File: src/rtl/pipe_fetch_stage.sv
// Instruction-fetch stage and IF/ID register; shares one memory port with MEM-stage loads/stores.
// Optional Perf_Fetched/Perf_Bubbles counters are built when PIPE_FETCH_PERF_CNT_EN is defined.
module pipe_fetch_stage #(
  parameter logic [31:0] RESET_VECTOR = 32'hBFC00000,
  parameter logic [31:0] HALT_ADDR    = 32'h00000000
) (
  input  logic        clk,
  input  logic        reset,
  input  logic        PCWrite,
  input  logic        IF_ID_Write,
  input  logic        FetchMemSel,
  input  logic        Branch_Taken,
  input  logic [31:0] Branch_Target,
  input  logic [31:0] EX_MEM_Address,
  input  logic [31:0] EX_MEM_WriteData,
  input  logic [3:0]  EX_MEM_ByteEnable,
  input  logic        EX_MEM_MemReadEn,
  input  logic        EX_MEM_MemWriteEn,
  output logic [31:0] address,
  output logic        read,
  output logic        write,
  output logic [3:0]  byteenable,
  output logic [31:0] writedata,
  input  logic [31:0] readdata,
  input  logic        waitrequest,
  output logic [31:0] IF_ID_Instruction,
  output logic [31:0] IF_ID_PC,
  output logic        Fetch_Stall,
  output logic        active,
  output logic [31:0] PC
`ifdef PIPE_FETCH_PERF_CNT_EN
  ,
  output logic [31:0] Perf_Fetched,
  output logic [31:0] Perf_Bubbles
`endif
);

  typedef enum logic [1:0] {RUN, DRAIN, HALTED} state_t;

  state_t      state;
  logic [1:0]  drain_cnt;
  logic        pend_vld;
  logic [31:0] pend_tgt;
  logic        run;
  logic        fetch_done;
  logic        advance;
  logic [31:0] pc_next;

  assign run = (state == RUN);

  // Reset drops any outstanding request at once rather than waiting for the next edge.
  always_comb begin
    address    = EX_MEM_Address;
    read       = EX_MEM_MemReadEn;
    write      = EX_MEM_MemWriteEn;
    byteenable = EX_MEM_ByteEnable;
    writedata  = EX_MEM_WriteData;
    if (FetchMemSel) begin
      address    = PC;
      read       = run;
      write      = 1'b0;
      byteenable = 4'hF;
    end
    if (reset) begin
      read  = 1'b0;
      write = 1'b0;
    end
  end

  assign fetch_done  = FetchMemSel & run & ~waitrequest;
  assign Fetch_Stall = FetchMemSel & read & waitrequest;
  assign advance     = PCWrite & fetch_done;
  assign pc_next     = pend_vld     ? pend_tgt :
                       Branch_Taken ? Branch_Target : PC + 32'd4;

  // ---- IF/ID pipeline register ----
  always_ff @(posedge clk or posedge reset) begin
    if (reset) begin
      IF_ID_Instruction <= '0;
      IF_ID_PC          <= '0;
    end else if (IF_ID_Write) begin
      if (fetch_done) begin
        IF_ID_Instruction <= readdata;
        IF_ID_PC          <= PC;
      end else begin
        IF_ID_Instruction <= '0;
      end
    end
  end

  // A redirect that arrives while the PC is frozen is held until the next advance.
  always_ff @(posedge clk or posedge reset) begin
    if (reset) begin
      PC       <= RESET_VECTOR;
      pend_vld <= 1'b0;
      pend_tgt <= '0;
    end else if (advance) begin
      PC       <= pc_next;
      pend_vld <= 1'b0;
    end else if (Branch_Taken) begin
      pend_vld <= 1'b1;
      pend_tgt <= Branch_Target;
    end
  end

  // Halt sequencing: let four IF/ID loads (delay slot plus bubbles) pass before stopping.
  always_ff @(posedge clk or posedge reset) begin
    if (reset) begin
      state     <= RUN;
      drain_cnt <= '0;
      active    <= 1'b1;
    end else begin
      case (state)
        RUN: begin
          if (advance && (pc_next == HALT_ADDR)) begin
            state     <= DRAIN;
            drain_cnt <= '0;
          end
        end
        DRAIN: begin
          if (IF_ID_Write) begin
            if (drain_cnt == 2'd3) begin
              state  <= HALTED;
              active <= 1'b0;
            end else begin
              drain_cnt <= drain_cnt + 2'd1;
            end
          end
        end
        HALTED: active <= 1'b0;
        default: begin
          state  <= HALTED;
          active <= 1'b0;
        end
      endcase
    end
  end

`ifdef PIPE_FETCH_PERF_CNT_EN
  always_ff @(posedge clk or posedge reset) begin
    if (reset) begin
      Perf_Fetched <= '0;
      Perf_Bubbles <= '0;
    end else if ((state != HALTED) && IF_ID_Write) begin
      if (fetch_done) begin
        if (Perf_Fetched != 32'hFFFFFFFF) Perf_Fetched <= Perf_Fetched + 32'd1;
      end else begin
        if (Perf_Bubbles != 32'hFFFFFFFF) Perf_Bubbles <= Perf_Bubbles + 32'd1;
      end
    end
  end
`endif

endmodule

File: config.mk
export PLATFORM = sky130hd
export DESIGN_NAME = pipe_fetch_stage
export DESIGN_NICKNAME = d
export VERILOG_FILES = /design/src/rtl/pipe_fetch_stage.sv
export SDC_FILE = /design/constraint.sdc
export NUM_CORES = 1
export LEC_CHECK = 0
export ABC_AREA = 0
export CAP_MARGIN = 20
export CORE_AREA = 2 2 133 135
export CTS_BUF_LIST = sky130_fd_sc_hd__clkbuf_8
export DETAILED_ROUTE_END_ITERATION = 8
export DIE_AREA = 0 0 135 137
export GPL_ROUTABILITY_DRIVEN = 0
export MAX_ROUTING_LAYER = met4
export PLACE_DENSITY_LB_ADDON = 0.12
export SETUP_SLACK_MARGIN = 0.1
export SYNTH_ARGS = -nofsm -noshare
export SYNTH_HDL_FRONTEND = slang
export SYNTH_SLANG_ARGS = --single-unit
File: constraint.sdc
create_clock -name clk -period 5.6 [get_ports clk]
set_clock_uncertainty 0.15 [all_clocks]
set_input_delay 1.12 -clock clk [delete_from_list [all_inputs] [get_ports clk]]
set_output_delay 1.12 -clock clk [all_outputs]
set_load 0.01 [all_outputs]
==> summary.txt, run 1 <==
Worst setup path
  – Worst Setup EP: drain_cnt[1]
  – CP startpoint: PC[2]
  – CP required: roughly 5800 ps
  – CP arrival: approximately 4300 ps
  – Worst R2R Start: PC[2]
  – Capturing point of the worst reg2reg path: drain_cnt[1]
  – Setup crit start kind: flop
  – Nature of the critical path endpoint: flop
  – Worst-case reg-to-reg path depth: 9
  – Internal reg-to-reg setup slack: between 1000 and 1500 ps
  – CP Class: flop to flop
  – CP Max Fanout: 10

Timing
  – # setup viols final: 0
  – Final Hold Vio Count: 0
  – Slew Limit Fails: 0
  – RSZ-0062 raised after global routing: no
  – Slew @ Worst Pin: 997 ps
  – Final Critical Period: approximately 4100 ps
  – Rel. slew slack: about a third
  – Final Cycle Share: 73.3%
  – Setup TNS Final: 0 ps
  – F_max: 244 MHz

Global routing
  – Pin count of the biggest net entering global routing: 59
  – Congestion Overflow GR: 0
  – First-pass GRT wire length: 34,900 um
  – Vias in the first global route: 5,993
  – GRT Util Overall: about a quarter
  – Initial antenna violation count: 0

Synthesis
  – Post-Synthesis Cells: 802
  – Cell variety after synth: 58
  – Syn Std Cell Area: about 7300 sq um
  – Top-count cell post-synth: nand2_1
  – EDFF count, synth: 0
  – Syn Nets: 945
  – Largest cells by area after synthesis: dfrtp_1, mux2_2, nand2_1
  – Area leader, netlist: dfrtp_1
  – Ys async rst share: 100%
  – Post-synth top cells: nand2_1, dfrtp_1, mux2_2
  – Ys flop type: dfrtp_1
  – Synth top area share: a little over two fifths
  – Syn_area_per_cell: 9.16 sq um
  – Seq/Total Area, Yosys: 45.8%
  – Synth warn: 0
  – Synthesis-stage register bit count: about 130

Drt
  – DR vias/cell: 5.29
  – Via count: approximately 6.5k
  – Final ANT Viol Nets: 0
  – DRC: 0
  – Pre-antenna DRT Iters: 7
  – Final WL: 23,000 um
  – Wire per inst: ~19 um
  – Initial drt markers: 490

Clock tree
  – CTS sink cnt: 134
  – Post-CTS sizing: 0
  – TritonCTS clock tree: yes
  – CTS Buf Count: 17
  – CTS root buf: clkbuf_8
  – CTS max path bufs: 2
  – H-tree Lvls: 4
  – Setup Buffers After CTS: 0
  – Clock latency reported for the late side of the worst-skew pair: 450 ps
  – Worst-path clk slew: 80 ps
  – Cts hold-fix bufs: 0

Finish
  – Share of cells above drive strength 1: 15.3%
  – Cell Count, Final, Fillers Out: 1,225
  – Antenna fix cells: 0
  – NumNets Final: around 1.1k
  – Fill count: 1,559
  – Synthesis-to-finish area growth: 37.5%

Worst hold path
  – Hold Crit Class: flop to flop
  – Start point of the worst hold path: IF_ID_PC[5]

Floorplan
  – Row count: 48
  – Number of top-level pins: approximately 310
  – Die footprint: 18,500 sq um
  – Core Region: between 15,000 and 20,000 sq um
  – Die width: 135 um
  – Height of the die: 137 um
  – Initial core utilization: 43.1%

Placement
  – IO Port Bufs: 244
  – DPL Wire Length: about 17,000 um
  – Placed cells: ~1.2k

Power
  – Leak: between 4 and 5 nW
  – Pwr Total: around 2.1 mW
  – Worst vdd ir: 0.135 mV
  – Power density cells: 205 nW/um^2

Run
  – MaxCap Viol Count: 0

Status
  – Status: finished, final reports clean
## sequential cells by signal (all words and copies together) (netlist names)
register           count
IF_ID_Instruction     32
IF_ID_PC              32
PC                    32
active                 1
drain_cnt              2
pend_tgt              32
pend_vld               1
state                  2
## power by group
part | total (mW) | leakage (nW) | internal [mW] | switching [mW]
clock network | 0.818 | 0.193 | 0.428 | 0.390
logic | 0.253 | 2.35 | 0.146 | 0.107
registers | 1.00 | 1.75 | 0.991 | 0.0141
## placed cells by master, fill, tap and decap left out, types with 6 or more instances in the layout
master and instances:
clkdlybuf4s50_1 242, nand2_1 170, dfrtp_1 123, mux2_2 82, o21ai_0 75, inv_1 49, a21oi_1 23, clkbuf_8 20
nor2_1 18, nand3_1 17, nor4_1 12, mux2i_1 12, nand4_1 11, nor3_1 11, dfstp_2 10, xnor2_1 9
buf_4 8, nor3b_1 7, nor2b_1 6, or2_2 6
## worst min-delay path by stage
stage	endpoint	slack (ps)	cells past startpoint
3_3_place_gp	IF_ID_PC[15]	310	2
6_report	IF_ID_PC[5]	330	2
4_1_cts	IF_ID_PC[30]	330	2
3_5_place_dp	IF_ID_PC[30]	310	2
2_1_floorplan	pend_tgt[26]	330	1
5_1_grt	IF_ID_PC[10]	340	2
## logic make-up after synthesis
logic type / count (synthesis) / synth area share [%]
muxes: 94 / 14.2
AOI/OAI and AO/OA: 136 / 10.6
adders and majority gates: 2 / 0.341
DFF: 134 / 45.8
and+or+nand+nor: 286 / 18.8
xor gates and xnor gates: 13 / 1.55
buffers and inverters: 137 / 8.72
## worst max-delay path: stages, from the launching register on
cell and delay [ps]:
dfrtp_1 620, ha_1 340, nand3_1 310, nor4_2 750
a31oi_1 170, a311o_1 390, nor4_1 490, nand4_1 260
nor4b_4 390, o21ai_1 120
## area by class of cell
| cell class | count | area [sq um] | share of cell area (%) |
|---|---|---|---|
| repair buffers | 253 | 2510 | 24.9 |
| inverters | 50 | 193 | 1.91 |
| flip-flops and latches | 134 | 3370 | 33.3 |
| clock inverters | 12 | 126 | 1.25 |
| well taps | 225 | 282 | 2.79 |
| clock buffers | 20 | 275 | 2.73 |
| multi-input cells | 531 | 3350 | 33.1 |
## per-stage QoR
stage	area (sq um)	setup slack [ps]	util (%)	hold WS [ps]
finish	10100	1500	59.2	325
global route	10100	1310	59.2	341
CTS	10100	1540	59.2	330
detailed placement	9700	1540	56.9	312
global placement	9680	1580	56.7	307
floorplan	7340	764	-	330
## routing by layer
| layer | share of wire, % | up-vias | global-route usage (%) |
|---|---|---|---|
| met4 | 1.6 | 0 | 6.83 |
| met5 | 0 | - | - |
| met1 | 44 | 3098 | 34.5 |
| met2 | 47 | 276 | 40.0 |
| met3 | 7.1 | 36 | 4.96 |
| li1 | - | 3069 | - |
Note: power is estimated with default switching activity, not from simulation.
==> inputs of run 2 (changes only) <==
clock period = 4.12 ns   (was 5.6 ns; I/O delays follow)
==> run 2 against run 1 <==
Clock power grew 52%. Fmax grew 18%. Register-to-register slack lost 850 ps. Wire length grew 0.87%. Worst setup slack lost 850 ps. Total power grew 42%. Highest routed layer unchanged.
==> summary.txt, run 2 (same netlist as run 1, synthesis figures left out) <==
Finish
  – Design area: between 10,000 and 15,000 sq um
  – Most common cell after layout, fill and taps aside: clkdlybuf4s50_1
  – Synthesis-to-finish area growth: 39.1%
  – Most frequent cells in the layout: clkdlybuf4s50_1, nand2_1, dfrtp_1
  – NumNets Final: 1,137
  – Share of cells above drive strength 1: around 16%

Drt
  – Via count: roughly 6.4k
  – Pre-antenna DRT Iters: 5
  – Initial drt markers: 371
  – DR vias/cell: 5.21
  – Wire per inst: about 19 um
  – Final ANT Viol Nets: 0
  – Final WL: 23,200 um
  – DRC: 0

Floorplan
  – Initial core utilization: 43.1%
  – Height of the die: 137 um
  – Core Region: 17,100 sq um
  – Die width: 135 um
  – Number of top-level pins: 309
  – Row count: 48
  – Die footprint: between 15,000 and 20,000 sq um

Worst setup path
  – Worst Setup EP: drain_cnt[0]
  – Worst R2R Start: PC[4]
  – Setup crit start kind: flop
  – CP startpoint: PC[4]
  – Nature of the critical path endpoint: flop
  – CP Class: flop to flop
  – Capturing point of the worst reg2reg path: drain_cnt[0]
  – Worst-case reg-to-reg path depth: 8
  – Internal reg-to-reg setup slack: 650 ps
  – CP arrival: 3640 ps
  – CP Max Fanout: 11
  – CP required: between 4000 and 5000 ps

Timing
  – Final Hold Vio Count: 0
  – Setup TNS Final: 0 ps
  – Slew Limit Fails: 0
  – Slew @ Worst Pin: between 700 and 800 ps
  – F_max: around 290 MHz
  – RSZ-0062 raised after global routing: no
  – # setup viols final: 0
  – Final Cycle Share: a little over four fifths
  – Worst setup margin: 650 ps
  – Rel. slew slack: 48.5%
  – Final Critical Period: 3470 ps

Placement
  – DPL Wire Length: approximately 17,000 um
  – Placed inst area: ~9800 sq um
  – Place WS: 676 ps
  – IO Port Bufs: 244

Clock tree
  – Cts hold-fix bufs: 0
  – CTS max path bufs: 2
  – CTS Buf Count: 17
  – Post-CTS sizing: 0
  – CTS root buf: clkbuf_8
  – H-tree Lvls: 4
  – Clock latency reported for the late side of the worst-skew pair: around 450 ps
  – Worst-path clk slew: 70 ps
  – CTS sink cnt: 134
  – Setup Buffers After CTS: 0
  – TritonCTS clock tree: yes

Worst hold path
  – Hold Crit Class: flop to flop
  – Hold Path Depth: 2

Power
  – Pwr Total: between 2 and 3 mW
  – Power density cells: 289 nW/um^2
  – Leak: 4.36 nW
  – Worst vdd ir: 0.184 mV

Run
  – MaxCap Viol Count: 0

Status
  – Status: finished, final reports clean

Global routing
  – Pin count of the biggest net entering global routing: 59
  – Vias in the first global route: between 5k and 6k
  – Initial antenna violation count: 1
  – Congestion Overflow GR: 0
  – GRT Util Overall: 25.5%
  – First-pass GRT wire length: approximately 35,000 um
## run 2: cell count changes in the layout (fill, tap and decap cells not counted), moves of 2 or more
cell / change
buf_4: +6
bufinv_16: +2
clkinv_4: +2
inv_6: -2
## run 2: layer usage
metal	GRT usage [%]	part of all wire [%]
met5	-	0
met4	6.08	1.1
met1	34.5	44
met3	5.85	7.4
met2	39.3	47
## run 2: worst min-delay path by stage
| stage | slack, ps | start | to |
|---|---|---|---|
| 2_1_floorplan | 330 | pend_tgt[26] | pend_tgt[26] |
| 3_3_place_gp | 310 | IF_ID_PC[12] | IF_ID_PC[12] |
| 3_5_place_dp | 310 | IF_ID_PC[12] | IF_ID_PC[12] |
| 4_1_cts | 330 | IF_ID_PC[14] | IF_ID_PC[14] |
| 5_1_grt | 340 | IF_ID_PC[5] | IF_ID_PC[5] |
| 6_report | 320 | IF_ID_PC[14] | IF_ID_PC[14] |
## run 2: area by class of cell
| cell class | count | area, sq um |
|---|---|---|
| Fill cell | 1541 | 6840 |
| Sequential cell | 134 | 3370 |
| Multi-Input combinational cell | 531 | 3340 |
| Timing Repair Buffer | 260 | 2580 |
| Tap cell | 225 | 282 |
| Clock buffer | 20 | 275 |
| Inverter | 50 | 191 |
| Clock inverter | 12 | 175 |
| Antenna cell | 1 | 2.50 |
## run 2: where the power goes
group	switching (mW)	leakage [nW]	internal, mW
combinational	0.142	2.38	0.203
clock	0.531	0.221	0.706
sequential	0.0198	1.75	1.35
total	0.693	4.36	2.26
## run 2: per-stage QoR
step | utilization, % | hold WS, ps | instances
2_1_floorplan | - | 330 | 802
3_3_place_gp | 57.2 | 307 | 1200
3_5_place_dp | 57.2 | 312 | 1200
4_1_cts | 59.9 | 330 | 1232
5_1_grt | 59.9 | 340 | 1233
6_report | 59.9 | 323 | 1233
## run 2: worst max-delay path: stages, from the launching register on
cell and delay (ps):
dfrtp_1 540, nand3_1 430, nor4_1 710, and2_1 360, xnor2_1 100, o21a_1 180
nor4b_1 390, nor4b_4 360, o21ai_1 120
==> inputs of run 3 (changes only) <==
clock period = 3.2 ns   (was 4.12 ns; I/O delays follow)
==> run 3 against run 2 <==
Flip-flop and latch count unchanged. Global-route usage is 0.66 points higher. Sequential power up 28%. Count of clock-buffer cells in the layout fell by 1. Cell count increased by 4.3%. Register-to-register slack worse by 420 ps.
==> summary.txt, run 3 (same netlist as run 1, synthesis figures left out) <==
Floorplan
  – Initial core utilization: between 40% and 50%
  – Row count: 48
  – Die width: 135 um
  – Die footprint: 18,500 sq um
  – Number of top-level pins: 309
  – Height of the die: around 140 um
  – Core Region: 17,100 sq um

Finish
  – Synthesis-to-finish area growth: 45.3%
  – Most common cell after layout, fill and taps aside: clkdlybuf4s50_1
  – NumNets Final: 1,191
  – Antenna fix cells: 0
  – Post-Route Utilization: approximately 63%
  – Cell Count, Final, Fillers Out: 1,286
  – Share of cells above drive strength 1: 20.7%
  – Most frequent cells in the layout: clkdlybuf4s50_1, nand2_1, dfrtp_1

Timing
  – RSZ-0062 raised after global routing: yes
  – Rel. slew slack: 59.1%
  – # setup viols final: 0
  – Slew Limit Fails: 0
  – Setup TNS Final: 0 ps
  – Slew @ Worst Pin: 614 ps
  – Final Hold Vio Count: 0
  – Final Critical Period: 2970 ps
  – Final Cycle Share: 92.9%
  – F_max: 337 MHz

Drt
  – Wire per inst: 18.5 um
  – Final WL: 23,800 um
  – Pre-antenna DRT Iters: 4
  – Initial drt markers: about 570
  – Final ANT Viol Nets: 0
  – DR vias/cell: between 5 and 6
  – DRC: 0
  – Via count: 6,648

Clock tree
  – CTS Buf Count: 17
  – Clock latency reported for the late side of the worst-skew pair: 440 ps
  – CTS max path bufs: 2
  – Worst-path clk slew: roughly 80 ps
  – CTS sink cnt: 134
  – TritonCTS clock tree: yes
  – CTS root buf: clkbuf_8
  – Cts hold-fix bufs: 0
  – H-tree Lvls: 4

Worst setup path
  – Largest stage delay, worst path: 580 ps
  – CP Class: flop to flop
  – Worst R2R Start: PC[16]
  – CP arrival: 3140 ps
  – Worst-case reg-to-reg path depth: 8
  – CP required: between 3000 and 4000 ps
  – Top cell by count, worst path: or4_4
  – Largest delay contributor family on the critical path: simple AND/OR/NAND/NOR gates
  – Internal reg-to-reg setup slack: 230 ps
  – CP Max Fanout: 3
  – Crit-path slowest cell: or4_4
  – Nature of the critical path endpoint: flop
  – Capturing point of the worst reg2reg path: drain_cnt[1]
  – Buf/Inv on CP: 0
  – Cell chain of the critical path: nand4_1 > or4_4 > nor4_4 > mux2i_1 > a221o_1 > or4_4 > nor4b_4 > o21ai_1
  – Setup crit start kind: flop

Power
  – Power density cells: 361 nW/um^2
  – Worst vdd ir: 0.331 mV
  – Leak: 4.65 nW

Worst hold path
  – Start point of the worst hold path: IF_ID_PC[11]
  – Hold Path Sink: IF_ID_PC[11]
  – Hold Crit Class: flop to flop
  – Hold Path Depth: 2

Placement
  – DPL Wire Length: 17,900 um
  – IO Port Bufs: 244
  – Placed cells: between 1k and 1.5k

Global routing
  – GRT Util Overall: between 20% and 30%
  – M3 GR Usage: ~5.5%
  – M2 GR Usage: ~40%
  – First-pass GRT wire length: 35,700 um
  – Initial antenna violation count: 0
  – M1 GR Usage: 35.2%
  – Layer with the highest usage: met2
  – Pin count of the biggest net entering global routing: 114
  – Vias in the first global route: 6,212
  – Congestion Overflow GR: 0

Run
  – MaxCap Viol Count: 0

Status
  – Status: finished, final reports clean
## run 3: worst max path at each step
stage	startpoint	end	slack, ps	depth (start not counted)
after floorplan	PC[10]	drain_cnt[0]	190	9
after global placement	PC[2]	drain_cnt[1]	160	10
after detailed placement	PC[11]	drain_cnt[0]	140	8
after CTS	PC[12]	drain_cnt[0]	130	8
after global routing	PC[2]	drain_cnt[1]	90	10
final	PC[16]	drain_cnt[1]	230	8
## run 3: worst min-delay path, stage by stage (launching register included)
cell     delay, ps
dfrtp_1        340
nand2_1         50
nand2_1         50
## run 3: area by class of cell
cell class	instances	area, sq um
clock buffer	19	262
clock inverter	13	203
fill	1513	6380
inverter	50	191
multi-input combinational	531	3390
sequential	134	3370
tap	225	282
timing repair buffer	314	2980
## run 3: what timing repair did
action	4_1_cts	5_1_grt
endpoints found under the hold margin	0	0
resized for setup	0	9
buffers inserted	0	10
setup endpoints to repair	0	3
## run 3: metrics by stage
step                      setup WS, ps  power (mW)  instance area (sq um)  hold slack (ps)
after floorplan                    190        2.03                   7350              330
after global placement             162        2.24                  10100              307
after detailed placement           138        2.24                  10100              312
after CTS                          133        3.89                  10600              331
after global routing              89.4        4.00                  10700              347
final                              228        3.85                  10700              325
## run 3: layer usage
| layer | wire, um | part of all wire (%) | vias up |
|---|---|---|---|
| li1 | - | - | 3188 |
| met1 | 10400 | 44 | 3161 |
| met2 | 11100 | 47 | 256 |
| met3 | 1750 | 7.4 | 43 |
| met4 | 481 | 2.0 | 0 |
| met5 | 0 | 0 | - |
## run 3: power by group
| group | switching [mW] | total (mW) | internal (mW) |
|---|---|---|---|
| clock | 0.672 | 1.64 | 0.966 |
| sequential | 0.0252 | 1.76 | 1.73 |
| combinational | 0.186 | 0.454 | 0.269 |
| total | 0.883 | 3.85 | 2.97 |
